$ cat src/rtl/dmem_arbiter_if.sv
// One requester port of the dmem arbiter: request, access attributes and completion.
// master = requester (memory stage or loader), slave = arbiter.
// req/we/addr/wdata held stable until the one-cycle ack; rdata/err valid with ack.
interface dmem_arbiter_if;
  logic        req;
  logic        we;
  logic [63:0] addr;
  logic [63:0] wdata;
  logic        ack;
  logic [63:0] rdata;
  logic        err;

  modport master (output req, we, addr, wdata, input  ack, rdata, err);
  modport slave  (input  req, we, addr, wdata, output ack, rdata, err);
endinterface

$ cat src/rtl/dmem_arbiter.sv
// Shares the single-ported dmem between port C (memory stage) and port L (loader).
// Latency: req sampled in IDLE, one ACCESS cycle, ack during RESP (3 cycles, 1 txn / 3 cycles).
// Backpressure: requesters hold req until ack; the losing port simply waits in IDLE.
// Ports: clk, rst_n (async active-low); c/l requester interfaces; mem_addr/read_addr/mem_data/
//        mem_write toward dmem; read_data/dmem_err back from dmem (both combinational).
module dmem_arbiter #(
  parameter bit CPU_PRIORITY = 1'b0
) (
  input  logic          clk,
  input  logic          rst_n,
  dmem_arbiter_if.slave c,
  dmem_arbiter_if.slave l,
  output logic [63:0]   mem_addr,
  output logic [63:0]   read_addr,
  output logic [63:0]   mem_data,
  output logic          mem_write,
  input  logic [63:0]   read_data,
  input  logic          dmem_err
);

  typedef enum logic [1:0] {IDLE = 2'd0, ACCESS = 2'd1, RESP = 2'd2} state_t;

  localparam logic PORT_C = 1'b0;
  localparam logic PORT_L = 1'b1;

  state_t      state;
  logic        owner;
  logic        last_grant;
  logic        lat_we;
  logic [63:0] lat_addr;
  logic [63:0] lat_wdata;
  logic [63:0] c_rdata_q;
  logic [63:0] l_rdata_q;
  logic        c_err_q;
  logic        l_err_q;
  logic        grant_l;

  // L wins when it is alone, or on a tie under round-robin when C had the last grant.
  always_comb begin
    grant_l = l.req & (~c.req | ((CPU_PRIORITY == 1'b0) & (last_grant == PORT_C)));
  end

  always_ff @(posedge clk or negedge rst_n) begin
    if (!rst_n) begin
      state      <= IDLE;
      owner      <= PORT_C;
      last_grant <= PORT_L;
      lat_we     <= 1'b0;
      lat_addr   <= '0;
      lat_wdata  <= '0;
      c_rdata_q  <= '0;
      l_rdata_q  <= '0;
      c_err_q    <= 1'b0;
      l_err_q    <= 1'b0;
    end else begin
      case (state)
        IDLE: begin
          if (c.req | l.req) begin
            owner      <= grant_l;
            last_grant <= grant_l;
            lat_we     <= grant_l ? l.we    : c.we;
            lat_addr   <= grant_l ? l.addr  : c.addr;
            lat_wdata  <= grant_l ? l.wdata : c.wdata;
            state      <= ACCESS;
          end
        end
        ACCESS: begin
          // Writes leave the owner's rdata untouched; err is captured for both.
          if (owner == PORT_C) begin
            if (!lat_we) c_rdata_q <= read_data;
            c_err_q <= dmem_err;
          end else begin
            if (!lat_we) l_rdata_q <= read_data;
            l_err_q <= dmem_err;
          end
          state <= RESP;
        end
        RESP:    state <= IDLE;
        default: state <= IDLE;
      endcase
    end
  end

  assign mem_addr  = lat_addr;
  assign read_addr = lat_addr;
  assign mem_data  = lat_wdata;
  // Out-of-range writes are suppressed here so they never reach the array.
  assign mem_write = (state == ACCESS) & lat_we & ~dmem_err;

  // Decoded from state so a reset drops them immediately.
  assign c.ack   = (state == RESP) & (owner == PORT_C);
  assign l.ack   = (state == RESP) & (owner == PORT_L);
  assign c.rdata = c_rdata_q;
  assign l.rdata = l_rdata_q;
  assign c.err   = c_err_q;
  assign l.err   = l_err_q;

endmodule

$ cat src/flat_wrapper.sv
// flat-port wrapper written by rule: the top's interface ports become plain ports
module dmem_arbiter_flat 
#(
  parameter bit CPU_PRIORITY = 1'b0
)
  (clk, rst_n, mem_addr, read_addr, mem_data, mem_write, read_data, dmem_err, c_req, c_we, c_addr, c_wdata, c_ack, c_rdata, c_err, l_req, l_we, l_addr, l_wdata, l_ack, l_rdata, l_err);
  dmem_arbiter_if c_i ();
  dmem_arbiter_if l_i ();
  input  logic clk;
  input  logic rst_n;
  output logic [63:0] mem_addr;
  output logic [63:0] read_addr;
  output logic [63:0] mem_data;
  output logic mem_write;
  input  logic [63:0] read_data;
  input  logic dmem_err;
  input wire logic [$bits(c_i.req)-1:0] c_req;
  input wire logic [$bits(c_i.we)-1:0] c_we;
  input wire logic [$bits(c_i.addr)-1:0] c_addr;
  input wire logic [$bits(c_i.wdata)-1:0] c_wdata;
  output wire logic [$bits(c_i.ack)-1:0] c_ack;
  output wire logic [$bits(c_i.rdata)-1:0] c_rdata;
  output wire logic [$bits(c_i.err)-1:0] c_err;
  input wire logic [$bits(l_i.req)-1:0] l_req;
  input wire logic [$bits(l_i.we)-1:0] l_we;
  input wire logic [$bits(l_i.addr)-1:0] l_addr;
  input wire logic [$bits(l_i.wdata)-1:0] l_wdata;
  output wire logic [$bits(l_i.ack)-1:0] l_ack;
  output wire logic [$bits(l_i.rdata)-1:0] l_rdata;
  output wire logic [$bits(l_i.err)-1:0] l_err;
  assign c_i.req = c_req;
  assign c_i.we = c_we;
  assign c_i.addr = c_addr;
  assign c_i.wdata = c_wdata;
  assign c_ack = c_i.ack;
  assign c_rdata = c_i.rdata;
  assign c_err = c_i.err;
  assign l_i.req = l_req;
  assign l_i.we = l_we;
  assign l_i.addr = l_addr;
  assign l_i.wdata = l_wdata;
  assign l_ack = l_i.ack;
  assign l_rdata = l_i.rdata;
  assign l_err = l_i.err;
  dmem_arbiter #(.CPU_PRIORITY(CPU_PRIORITY)) u_core (.clk(clk), .rst_n(rst_n), .c(c_i), .l(l_i), .mem_addr(mem_addr), .read_addr(read_addr), .mem_data(mem_data), .mem_write(mem_write), .read_data(read_data), .dmem_err(dmem_err));
endmodule
$ cat config.mk
export PLATFORM = sky130hd
export DESIGN_NAME = dmem_arbiter_flat
export DESIGN_NICKNAME = d
export VERILOG_FILES = /design/src/rtl/dmem_arbiter_if.sv /design/src/rtl/dmem_arbiter.sv /design/src/flat_wrapper.sv
export SDC_FILE = /design/constraint.sdc
export NUM_CORES = 1
export LEC_CHECK = 0
export ABC_AREA = 1
export CAP_MARGIN = 5
export CORE_AREA = 2 2 254 256
export CTS_BUF_LIST = sky130_fd_sc_hd__clkbuf_8
export CTS_CLUSTER_SIZE = 25
export DETAILED_ROUTE_END_ITERATION = 6
export DIE_AREA = 0 0 256 258
export PLACE_DENSITY_LB_ADDON = 0.15
export SYNTH_ARGS = -nofsm -noshare
export SYNTH_HDL_FRONTEND = slang
export SYNTH_SLANG_ARGS = --single-unit
$ cat constraint.sdc
create_clock -name clk -period 2 [get_ports clk]
set_input_delay 0.3 -clock clk [delete_from_list [all_inputs] [get_ports clk]]
set_output_delay 0.3 -clock clk [all_outputs]
set_load 0.02 [all_outputs]
==> metrics.md, run 1 <==
| Metric | Value |
|---|---|
| Status | `complete, no violations` |
| FF+latch area | `about 6600 µm²` |
| Max transition margin | `approximately two thirds` |
| Req. time, crit path | `roughly 1700 ps` |
| Hold Crit Class | `input port to flop` |
| Routability cong. | `approximately 0.87` |
| Multi-input gate area | `~4500 µm²` |
| Synth Warn # | `0` |
| Residual DRC | `0` |
| PD cells | `1580 nW/µm²` |
| Hold worst-path end | `u_core.last_grant` |
| Die Y-Extent | `roughly 260 µm` |
| Tcrit/Tclk final | `slightly below 100%` |
| First-pass GRT wire length | `87700 µm` |
| VDD IR max | `roughly 0.57 mV` |
| Leading cell type in the layout, fill and taps excluded | `nand2_1` |
| Fill cells | `between 6000 and 7000` |
| Post-route minimum period | `roughly 1900 ps` |
| Synth area leaders | `dfrtp_1 (50%), nand2_1 (19%), nand3_1 (15%), inv_1 (7.5%), buf_4 (4.6%)` |
| Clock Tree Root | `clkbuf_8` |
| Antenna Violating Nets Remaining | `0` |
| Area of the mapped netlist | `13100 µm²` |
| Synth top area share | `approximately half` |
| CP startpoint kind | `flop` |
| Std cell rows | `93` |
| Clock Latency Late Sink | `620 ps` |
| Width of the die | `256 µm` |
| Pleak | `11.7 nW` |
| Clock Path Buffers | `3` |
| Area leader, netlist | `dfrtp_1` |
| Hold Path Cell Cnt | `3` |
| Buffers inserted during post-CTS setup optimization | `0` |
| Post-layout nets | `2668` |
| Worst R2R End | `u_core.l.rdata[6]` |
| Switch share | `45.1%` |
| Clock power share | `roughly 17%` |
| Max-cap violations | `0` |
| Full die area | `~66000 µm²` |
| Largest net degree at the start of global routing | `66` |
| Achievable Freq | `between 0.5 and 0.6 GHz` |
| Routed WL | `slightly below 60000 µm` |
| Overall power | `0.0339 W` |
| Highest fanout seen on the critical path | `3` |
| Sequential share of the synthesized area | `between 50% and 60%` |
| Clock sink total | `approximately 260` |
| Synth Instances | `approximately 1800` |
| Commonest non-fill, non-tap cells in the layout | `nand2_1 (650), clkdlybuf4s50_1 (471), nand3_1 (387), inv_1 (278), dfrtp_1 (261)` |
| Worst reg2reg path depth | `6` |
| Layout cell share with drive strength beyond 1 | `under 10%` |
| Drt wl/cell | `around 18 µm` |
| Worst Hold Launch | `l_req` |
| Starting Density | `just over 20%` |
| Setup Viol. Count Final | `0` |
| Placed cell area | `a little over 20000 µm²` |
| Syn Nets | `roughly 2100` |
| Launch point of the worst reg-to-reg path | `u_core.lat_we` |
| HPWL after DPL | `43200 µm` |
| CP Class | `flop to primary output` |
| Syn-to-layout area delta | `63.6%` |
| Crit-path slowest cell | `clkdlybuf4s50_1` |
| Num CTS Buffers | `53` |
| Combinational power share | `around 54%` |
| Avg Cell Area, Syn | `about 7.5 µm²` |
| DR vias/cell | `4.14` |
| Reg-to-reg slack, setup | `about 370 ps` |
| Worst-path clk slew | `roughly 60 ps` |
| IO buf count | `651` |
| Crit path DAT | `1620 ps` |
| Tot GR Track Use | `between 10% and 20%` |
| Antenna violations before repair | `5` |
| H-tree depth | `2` |
| Sequential Power Share | `slightly below 30%` |
| CTS tree | `done` |
| Yosys cell types | `18` |
| Core ar. | `63600 µm²` |
| Synthesized flop and latch total | `between 200 and 300` |
| Internal power | `about 0.019 W` |
| Routed vias | `around 13000` |
| Final instance area | `21400 µm²` |
| Worst path top cell family by delay | `buffers and inverters` |
| Final slew viol count | `0` |
| Final worst clock skew | `about 26 ps` |
| Critical path endpoint category | `primary output` |
| Slew @ Worst Pin | `517 ps` |
| Initial drt markers | `~630` |
| Final Hold Vio Count | `0` |
| Vias in the first global route | `~14000` |
| Crit-path max cell delay | `slightly above 600 ps` |
| Hold WS | `140 ps` |
| Net Sw Power | `0.0153 W` |
| Initial DRT Pass Iterations | `5` |
| Total gr overflow | `0` |
| Crit path buffers/inverters | `1` |
| Crit path cell chain | `clkdlybuf4s50_1` |
| Ports | `around 650` |
==> worst reg2reg max path: cells and delay by family (launching register included) <==
family,cells,cell delay (ps)
buffers and inverters,3,750
DFF,1,460
and+or+nand+nor,3,310
==> flip-flops by register name, summed over array words and instances (netlist names) <==
signal             cells
u_core.lat_we          1
u_core.state           2
u_core.owner           1
u_core.l.err           1
u_core.c.err           1
u_core.l.rdata        64
u_core.last_grant      1
u_core.mem_addr       64
u_core.mem_data       64
u_core.c.rdata        64
==> worst max path at each step <==
stage                              startpoint             to  slack, ps  depth (start not counted)
after global routing      u_core.mem_addr[46]  read_addr[46]         -3                          1
after floorplan                 u_core.lat_we      mem_write        580                          3
final                     u_core.mem_addr[22]   mem_addr[22]         80                          1
after detailed placement             dmem_err      mem_write        100                          3
after CTS                 u_core.mem_data[41]   mem_data[41]        0.2                          1
after global placement               dmem_err      mem_write        130                          3
==> per-layer routing <==
layer | track usage [%] | vias to the layer above | wire length [µm]
li1 | - | 6449 | -
met3 | 4.81 | 91 | 4240
met4 | 5.46 | 2 | 1620
met2 | 30.7 | 478 | 29400
met1 | 19.9 | 6374 | 23000
met5 | 0 | - | 13
==> stage by stage <==
| step | setup TNS, ps | setup slack, ps | util (%) | cells |
|---|---|---|---|---|
| after floorplan | 0 | 580 | - | 1755 |
| after global placement | 0 | 127 | 32.0 | 3140 |
| after detailed placement | 0 | 103 | 32.0 | 3140 |
| after CTS | 0 | 0.193 | 33.5 | 3234 |
| after global routing | -11.8 | -3.48 | 33.7 | 3237 |
| final | 0 | 76.4 | 33.7 | 3237 |
==> cell families after synthesis <==
logic type / Yosys count / synth area share (%)
AO/OA/AOI/OAI: 2 / 0.0765
buffers and inverters: 440 / 15.7
flip-flops: 263 / 50.3
AND/OR/NAND/NOR: 1050 / 34.0
==> layout make-up <==
class,instances,area share (%)
repair buffers,706,33.6
flip-flops and latches,263,30.7
multi-input cells,1052,21.0
well taps,855,4.99
inverters,265,4.66
clock buffers,71,4.56
clock inverters,22,0.461
diodes,3,0.0350
==> power groups by stage <==
stage | Combinational, W | Clock (W) | Sequential [W]
floorplan | 0.00706 | 0 | 0.0128
global placement | 0.0197 | 0 | 0.00992
detailed placement | 0.0197 | 0 | 0.00997
CTS | 0.0189 | 0.00596 | 0.00990
global route | 0.0199 | 0.00620 | 0.0102
finish | 0.0184 | 0.00567 | 0.00983
==> synthesized netlist by cell type, drive strengths merged <==
| master | n |
|---|---|
| inv | 265 |
| dfstp | 1 |
| nor3 | 3 |
| dfrtp | 262 |
| clkbuf | 15 |
| nor2 | 4 |
| nand4 | 1 |
| o21ai | 2 |
| nand3 | 387 |
| nand2 | 655 |
| buf | 160 |
==> repair_timing <==
action / CTS / global route
setup endpoints to repair: 138 / 48
gates resized for setup: 145 / 48
hold endpoints to repair: 198 / 0
hold buffers: 1 / 0
Power figures use the tool's default switching activity.
==> run 2: changes to the inputs <==
Settings changed: CORE_AREA 2 2 254 256 to 2 2 257 259, CTS_BUF_LIST sky130_fd_sc_hd__clkbuf_8 to sky130_fd_sc_hd__clkbuf_16, DIE_AREA 0 0 256 258 to 0 0 259 261, SLEW_MARGIN set to 10.
==> metrics.md, run 2 (synthesis gave the netlist of run 1 again) <==
| Metric | Value |
|---|---|
| Status | `complete, no violations (unchanged)` |
| Setup Viol. Count Final | `0 (unchanged)` |
| Clock Tree Root | `clkbuf_16 (was clkbuf_8)` |
| Routed WL | `57600 µm (was 58200 µm)` |
| Crit-path max cell delay | `740 ps (was 620 ps)` |
| Tot GR Track Use | `16.6% (was 17.2%)` |
| Clock Latency Late Sink | `540 ps (was 620 ps)` |
| Final Hold Vio Count | `0 (unchanged)` |
| Tcrit/Tclk final | `96.8% (was 96.2%)` |
| Core ar. | `65000 µm² (was 63600 µm²)` |
| Initial drt markers | `741 (was 629)` |
| Hold Crit Class | `input port to flop (unchanged)` |
| Met2 routed WL | `28600 µm (was 29400 µm)` |
| WL met1 | `23500 µm (was 23000 µm)` |
| Buffers inserted during post-CTS setup optimization | `0 (unchanged)` |
| Residual DRC | `0 (unchanged)` |
| Critical path endpoint category | `primary output (unchanged)` |
| Full die area | `67600 µm² (was 66000 µm²)` |
| Final slew viol count | `0 (unchanged)` |
| Routability cong. | `0.865 (was 0.869)` |
| Achievable Freq | `0.517 GHz (was 0.520 GHz)` |
| Clock sink total | `263 (unchanged)` |
| Std cell rows | `94 (was 93)` |
| Crit path cell chain | `clkdlybuf4s50_1 (unchanged)` |
| Worst-path clk slew | `50 ps (was 60 ps)` |
| Max transition margin | `59.4% (was 65.5%)` |
| CP Class | `flop to primary output (unchanged)` |
| Routed vias | `13200 (was 13400)` |
| Die Y-Extent | `261 µm (was 258 µm)` |
| Antenna Violating Nets Remaining | `0 (unchanged)` |
| Ports | `652 (unchanged)` |
| Worst slack, placed | `66.2 ps (was 103 ps)` |
| Num CTS Buffers | `36 (was 53)` |
| Pleak | `10.8 nW (was 11.7 nW)` |
| CP startpoint kind | `flop (unchanged)` |
| Placed cell area | `20300 µm² (was 20400 µm²)` |
| Highest fanout seen on the critical path | `2 (was 3)` |
| Drt wl/cell | `18.0 µm (about the same)` |
| First-pass GRT wire length | `85600 µm (was 87700 µm)` |
| DR vias/cell | `4.13 (was 4.14)` |
| Commonest non-fill, non-tap cells in the layout | `nand2_1 (650), clkdlybuf4s50_1 (638), nand3_1 (387), inv_1 (269), dfrtp_1 (262) (was nand2_1 (650), clkdlybuf4s50_1 (471), nand3_1 (387), inv_1 (278), dfrtp_1 (261))` |
| Leading cell type in the layout, fill and taps excluded | `nand2_1 (unchanged)` |
| Syn-to-layout area delta | `62.8% (was 63.6%)` |
| Total gr overflow | `0 (unchanged)` |
| VDD IR max | `0.793 mV (was 0.574 mV)` |
| Routed wl met3 | `3740 µm (was 4240 µm)` |
| Top sig layer | `met5 (unchanged)` |
| Post-route minimum period | `1940 ps (was 1920 ps)` |
| Largest net degree at the start of global routing | `118 (was 66)` |
| Crit-path slowest cell | `clkdlybuf4s50_1 (unchanged)` |
| Crit path DAT | `1640 ps (was 1620 ps)` |
| Post-route setup slack | `63.9 ps (was 76.4 ps)` |
| Crit path buffers/inverters | `1 (unchanged)` |
| Slew @ Worst Pin | `610 ps (was 517 ps)` |
| H-tree depth | `2 (unchanged)` |
| Layout cell share with drive strength beyond 1 | `4.62% (was 6.35%)` |
| Setup total negative slack | `0 ps (unchanged)` |
| Post-layout nets | `2642 (was 2668)` |
| IO buf count | `651 (unchanged)` |
| Vias in the first global route | `13500 (was 13700)` |
| Clock Path Buffers | `3 (unchanged)` |
| HPWL after DPL | `42200 µm (was 43200 µm)` |
| Starting Density | `20.1% (was 20.6%)` |
| Final instance area | `21300 µm² (was 21400 µm²)` |
| Initial DRT Pass Iterations | `5 (unchanged)` |
| Req. time, crit path | `1700 ps (about the same)` |
| PD cells | `1640 nW/µm² (was 1580 nW/µm²)` |
| Antenna violations before repair | `4 (was 5)` |
| Final worst clock skew | `10.2 ps (was 26.0 ps)` |
| CTS tree | `done (unchanged)` |
| Width of the die | `259 µm (was 256 µm)` |
| Worst path top cell family by delay | `buffers and inverters (unchanged)` |
| Max-cap violations | `0 (unchanged)` |
| RSZ-0062 raised after global routing | `false` |
## run 2: path summary, 6_finish.rpt
| check | startpoint | to | slack [ps] | depth (start not counted) |
|---|---|---|---|---|
| min reg2reg | u_core.l.rdata[41] | u_core.l.rdata[41] | 470 | 2 |
| max reg2reg | u_core.state[0] | u_core.mem_data[11] | 380 | 7 |
| min in group asynchronous | rst_n | u_core.mem_data[30] | 220 | 2 |
| max in group asynchronous | rst_n | u_core.mem_addr[22] | 990 | 4 |
| max | u_core.mem_data[35] | mem_data[35] | 60 | 1 |
| min | l_req | u_core.last_grant | 140 | 3 |
## run 2: timing repair
action                                  in CTS  in global routing
hold buffers                                 1                  0
gates resized for setup                      9                  9
endpoints found under the hold margin       89                  0
endpoints found under the setup margin       6                  6
pin swaps                                    0                  0
## run 2: cell type report
| cell class | instances | area [µm²] |
|---|---|---|
| clock inverters | 25 | 114 |
| repair buffers | 697 | 7120 |
| multi-input cells | 1052 | 4490 |
| well taps | 864 | 1080 |
| flip-flops and latches | 263 | 6580 |
| fillers | 6828 | 43700 |
| inverters | 265 | 997 |
| clock buffers | 37 | 926 |
| diodes | 1 | 2.50 |
## run 2: where the power goes
| part | switching [W] | leakage (nW) | internal (W) |
|---|---|---|---|
| combinational | 0.0110 | 7.06 | 0.00820 |
| sequential | 0.00191 | 3.20 | 0.00804 |
| clock | 0.00249 | 0.541 | 0.00333 |
| total | 0.0154 | 10.8 | 0.0196 |
## run 2: through the flow
step	hold WS, ps	utilization [%]	total power (W)	cells
2_1_floorplan	4.41	-	0.0198	1755
3_3_place_gp	189	31.1	0.0294	3140
4_1_cts	121	32.7	0.0356	3203
6_report	137	32.8	0.0349	3204
5_1_grt	143	32.8	0.0373	3204
3_5_place_dp	187	31.1	0.0295	3140
## run 2: tightest hold or removal path: stages
cell and delay [ps]:
buf_4 160, nand4_1 140, nand2_1 70
## run 2: per-layer routing
| layer | GRT usage (%) | vias to the layer above |
|---|---|---|
| met5 | 0 | - |
| met4 | 5.30 | 6 |
| met2 | 28.7 | 438 |
| met3 | 4.12 | 83 |
| met1 | 20.2 | 6292 |
| li1 | - | 6417 |
==> variant, RTL diff (settings of run 2) <==
The 3 states of `state_t` get a one-hot encoding in 3 bits.
--- a/src/rtl/dmem_arbiter.sv
+++ b/src/rtl/dmem_arbiter.sv
@@ -19,5 +19,5 @@
 );
 
-  typedef enum logic [1:0] {IDLE = 2'd0, ACCESS = 2'd1, RESP = 2'd2} state_t;
+  typedef enum logic [2:0] {IDLE = 3'b001, ACCESS = 3'b010, RESP = 3'b100} state_t;
 
   localparam logic PORT_C = 1'b0;
Function: same outputs for any inputs over 4 cycles, from zero or initial values and one cycle with rst_n low; so few cycles prove little.
==> variant against run 2 <==
Area after synthesis down 4.5%; total power down 0.17%; combinational power down 3%; final cell count down 3.7%; sequential share of layout area up 0.79 points; wire length up 2.0%; first-iteration DRC count down 27%; worst setup slack worse by 0.014 ns; final area down 2.0%; sequential power down 0.6%; sequential cell count up 1; clock skew up 0.014 ns.
==> variant: results (changes against run 2) <==
The remaining antenna violation count came out at 0 (unchanged). The post-placement worst setup slack is 0.1026 ns (+0.03644 ns). For the worst-skew pair, the clock arrives at the later sink with an insertion delay of approximately 0.53 ns. The worst voltage drop across the vdd grid is 0.6113 mV (-23%). The number of warnings issued by yosys came out at 0 (unchanged). The DRC marker count from the first detailed-route iteration came to 539 (-27%). The detailed-router iteration count before antenna repair came out at 7 (+2).

The fraction of synthesis flops using an asynchronous set or reset pin came out at 100.0% (unchanged). The clock buffer count from CTS came out at 36 (unchanged). The wire length per cell after detailed routing is 19.03 um (+5.9%). The count of unresolved DRC violations after routing came out at 0 (unchanged). The overall fraction of global-route tracks in use came out at 16.89% (+0.31 points).

In the post-synthesis netlist, the biggest area contributors are sky130_fd_sc_hd__dfrtp_1 (52%), sky130_fd_sc_hd__nand2_1 (27%), sky130_fd_sc_hd__nand3_1 (7.9%), sky130_fd_sc_hd__buf_4 (3.8%), sky130_fd_sc_hd__nand4_1 (3.3%). The top cell type's share of synthesized area is 52.46% (+2.4 points). The first-pass GRT wire length came out at 86.08 mm (+0.50%).

The count of distinct cell types in the synthesized netlist is 16 (-2). The number of antenna violations at the first check in global routing came out at 8 (+4). The cell leakage power is 0.01007 uW (-6.8%). The number of nets in the layout came to 2,517 (-4.7%). The register area is 6614 um2 (+0.48%). The clock transition at the register clock pins on the worst setup and hold paths after CTS came out at 0.05 ns (about the same). The filler cell count in the final layout is 6,879 (+0.75%). The maximum clock path buffer count came out at 3 (unchanged). The placed wire-length estimate after detailed placement is 43.71 mm (+3.7%). The cell area after placement came out at 19,700 um2 (-2.8%). The detailed-route via count is 12,860 (-2.8%). The remaining max-slew budget at the tightest pin was 45.80% (-14 points).

The fraction of layout instances using a drive strength above 1 came out at 5.551% (+0.93 points). The critical path's slowest cell is sky130_fd_sc_hd__clkdlybuf4s50_1. The largest net degree at the start of global routing came out at 100 (-15%). The kind of path behind the tightest hold check is input pin to async pin. The count of buffers inserted at the top-level ports came out at 651 (unchanged). sky130_fd_sc_hd__dfrtp_1 takes more of the synthesized area than any other cell. The setup fix buffers added after clock tree synthesis is 0 (unchanged).

The data arrival time of the worst path is approximately 1.7 ns. The final estimated routing congestion in global placement was 0.8068 (-6.7%). The cell sitting at the root of the clock tree is a sky130_fd_sc_hd__clkbuf_16. The maximum net fanout on the critical path was 3 (+1). The post-synthesis sequential area ratio came to 52.88% (+2.6 points).

In this design, the largest share of critical-path delay is due to buffers and inverters. The run finished with clean final reports. The peak per-stage delay on the critical path came out at between 0.7 and 0.8 ns. The net count of the mapped netlist is 1,964 (-5.7%). The post-route clock skew was 0.02431 ns (+0.01408 ns).

Sorting the synthesized cells by how often they occur yields sky130_fd_sc_hd__nand2_1 (910), sky130_fd_sc_hd__dfrtp_1 (262), sky130_fd_sc_hd__nand3_1 (197). The CTS H-tree depth is 2 (unchanged).
==> variant: changes by cell type after synthesis, sizes merged, moves of 2 or more <==
cell,before,now
inv,265,6
nand2,655,910
nand3,387,197
nand4,1,65
clkbuf,15,54
buf,160,128
nor2,4,8
nor3,3,1
==> variant: stage by stage <==
| step | cells | power (uW) | TNS, ns |
|---|---|---|---|
| after global placement | 3015 | 28920 | 0 |
| after floorplan | 1637 | 19330 | 0 |
| after CTS | 3080 | 35550 | -0.01201 |
| after global routing | 3082 | 37330 | 0 |
| after detailed placement | 3015 | 29010 | 0 |
| final | 3085 | 34870 | 0 |
==> variant: final cells by class <==
class,count,area share [%]
Timing Repair Buffer,697,33.85
Inverter,6,0.1198
Tap cell,864,5.177
Multi-Input combinational cell,1185,23.57
Clock buffer,38,4.554
Antenna cell,5,0.05992
Sequential cell,264,31.67
Clock inverter,26,0.9887
==> variant: power breakdown <==
part	switching [uW]	total, uW	internal [uW]	leakage (uW)
registers	1870	9900	8030	0.00321
clock network	2500	6310	3820	0.000598
logic	10900	18700	7760	0.00626
==> variant: path summary, 6_finish.rpt <==
| kind | start | endpoint | depth (start not counted) | slack, ns |
|---|---|---|---|---|
| setup / recovery | u_core.mem_addr[58] | read_addr[58] | 1 | 0.05 |
| hold / removal | rst_n | u_core.c.rdata[12] | 2 | 0.20 |
| setup reg to reg | u_core.state[0] | u_core.mem_addr[62] | 5 | 0.17 |
| hold reg to reg | u_core.c.rdata[4] | u_core.c.rdata[4] | 2 | 0.47 |
| max in group asynchronous | rst_n | u_core.last_grant | 3 | 1.07 |
| min in group clk | l_req | u_core.mem_addr[31] | 6 | 0.31 |
==> variant: cells by family after synthesis <==
family | after synthesis | share of synthesized area, %
DFF | 264 | 52.88
buffers and inverters | 188 | 8.150
AOI/OAI and AO/OA | 3 | 0.1201
and+or+nand+nor | 1182 | 38.85
==> variant: what timing repair did <==
item / 4_1_cts / 5_1_grt
hold buffers: 1 / 0
endpoints found under the hold margin: 167 / 0
endpoints found under the setup margin: 17 / 8
pin swaps: 0 / 1
gates resized for setup: 28 / 11
==> variant: metal layers <==
| metal | GRT usage [%] | part of all wire (%) | wire length (um) |
|---|---|---|---|
| met1 | 21.03 | 41 | 24140 |
| met2 | 27.15 | 47 | 27540 |
| met3 | 6.707 | 9.5 | 5601 |
| met4 | 4.512 | 2.3 | 1368 |
| met5 | 0 | 0.12 | 68 |
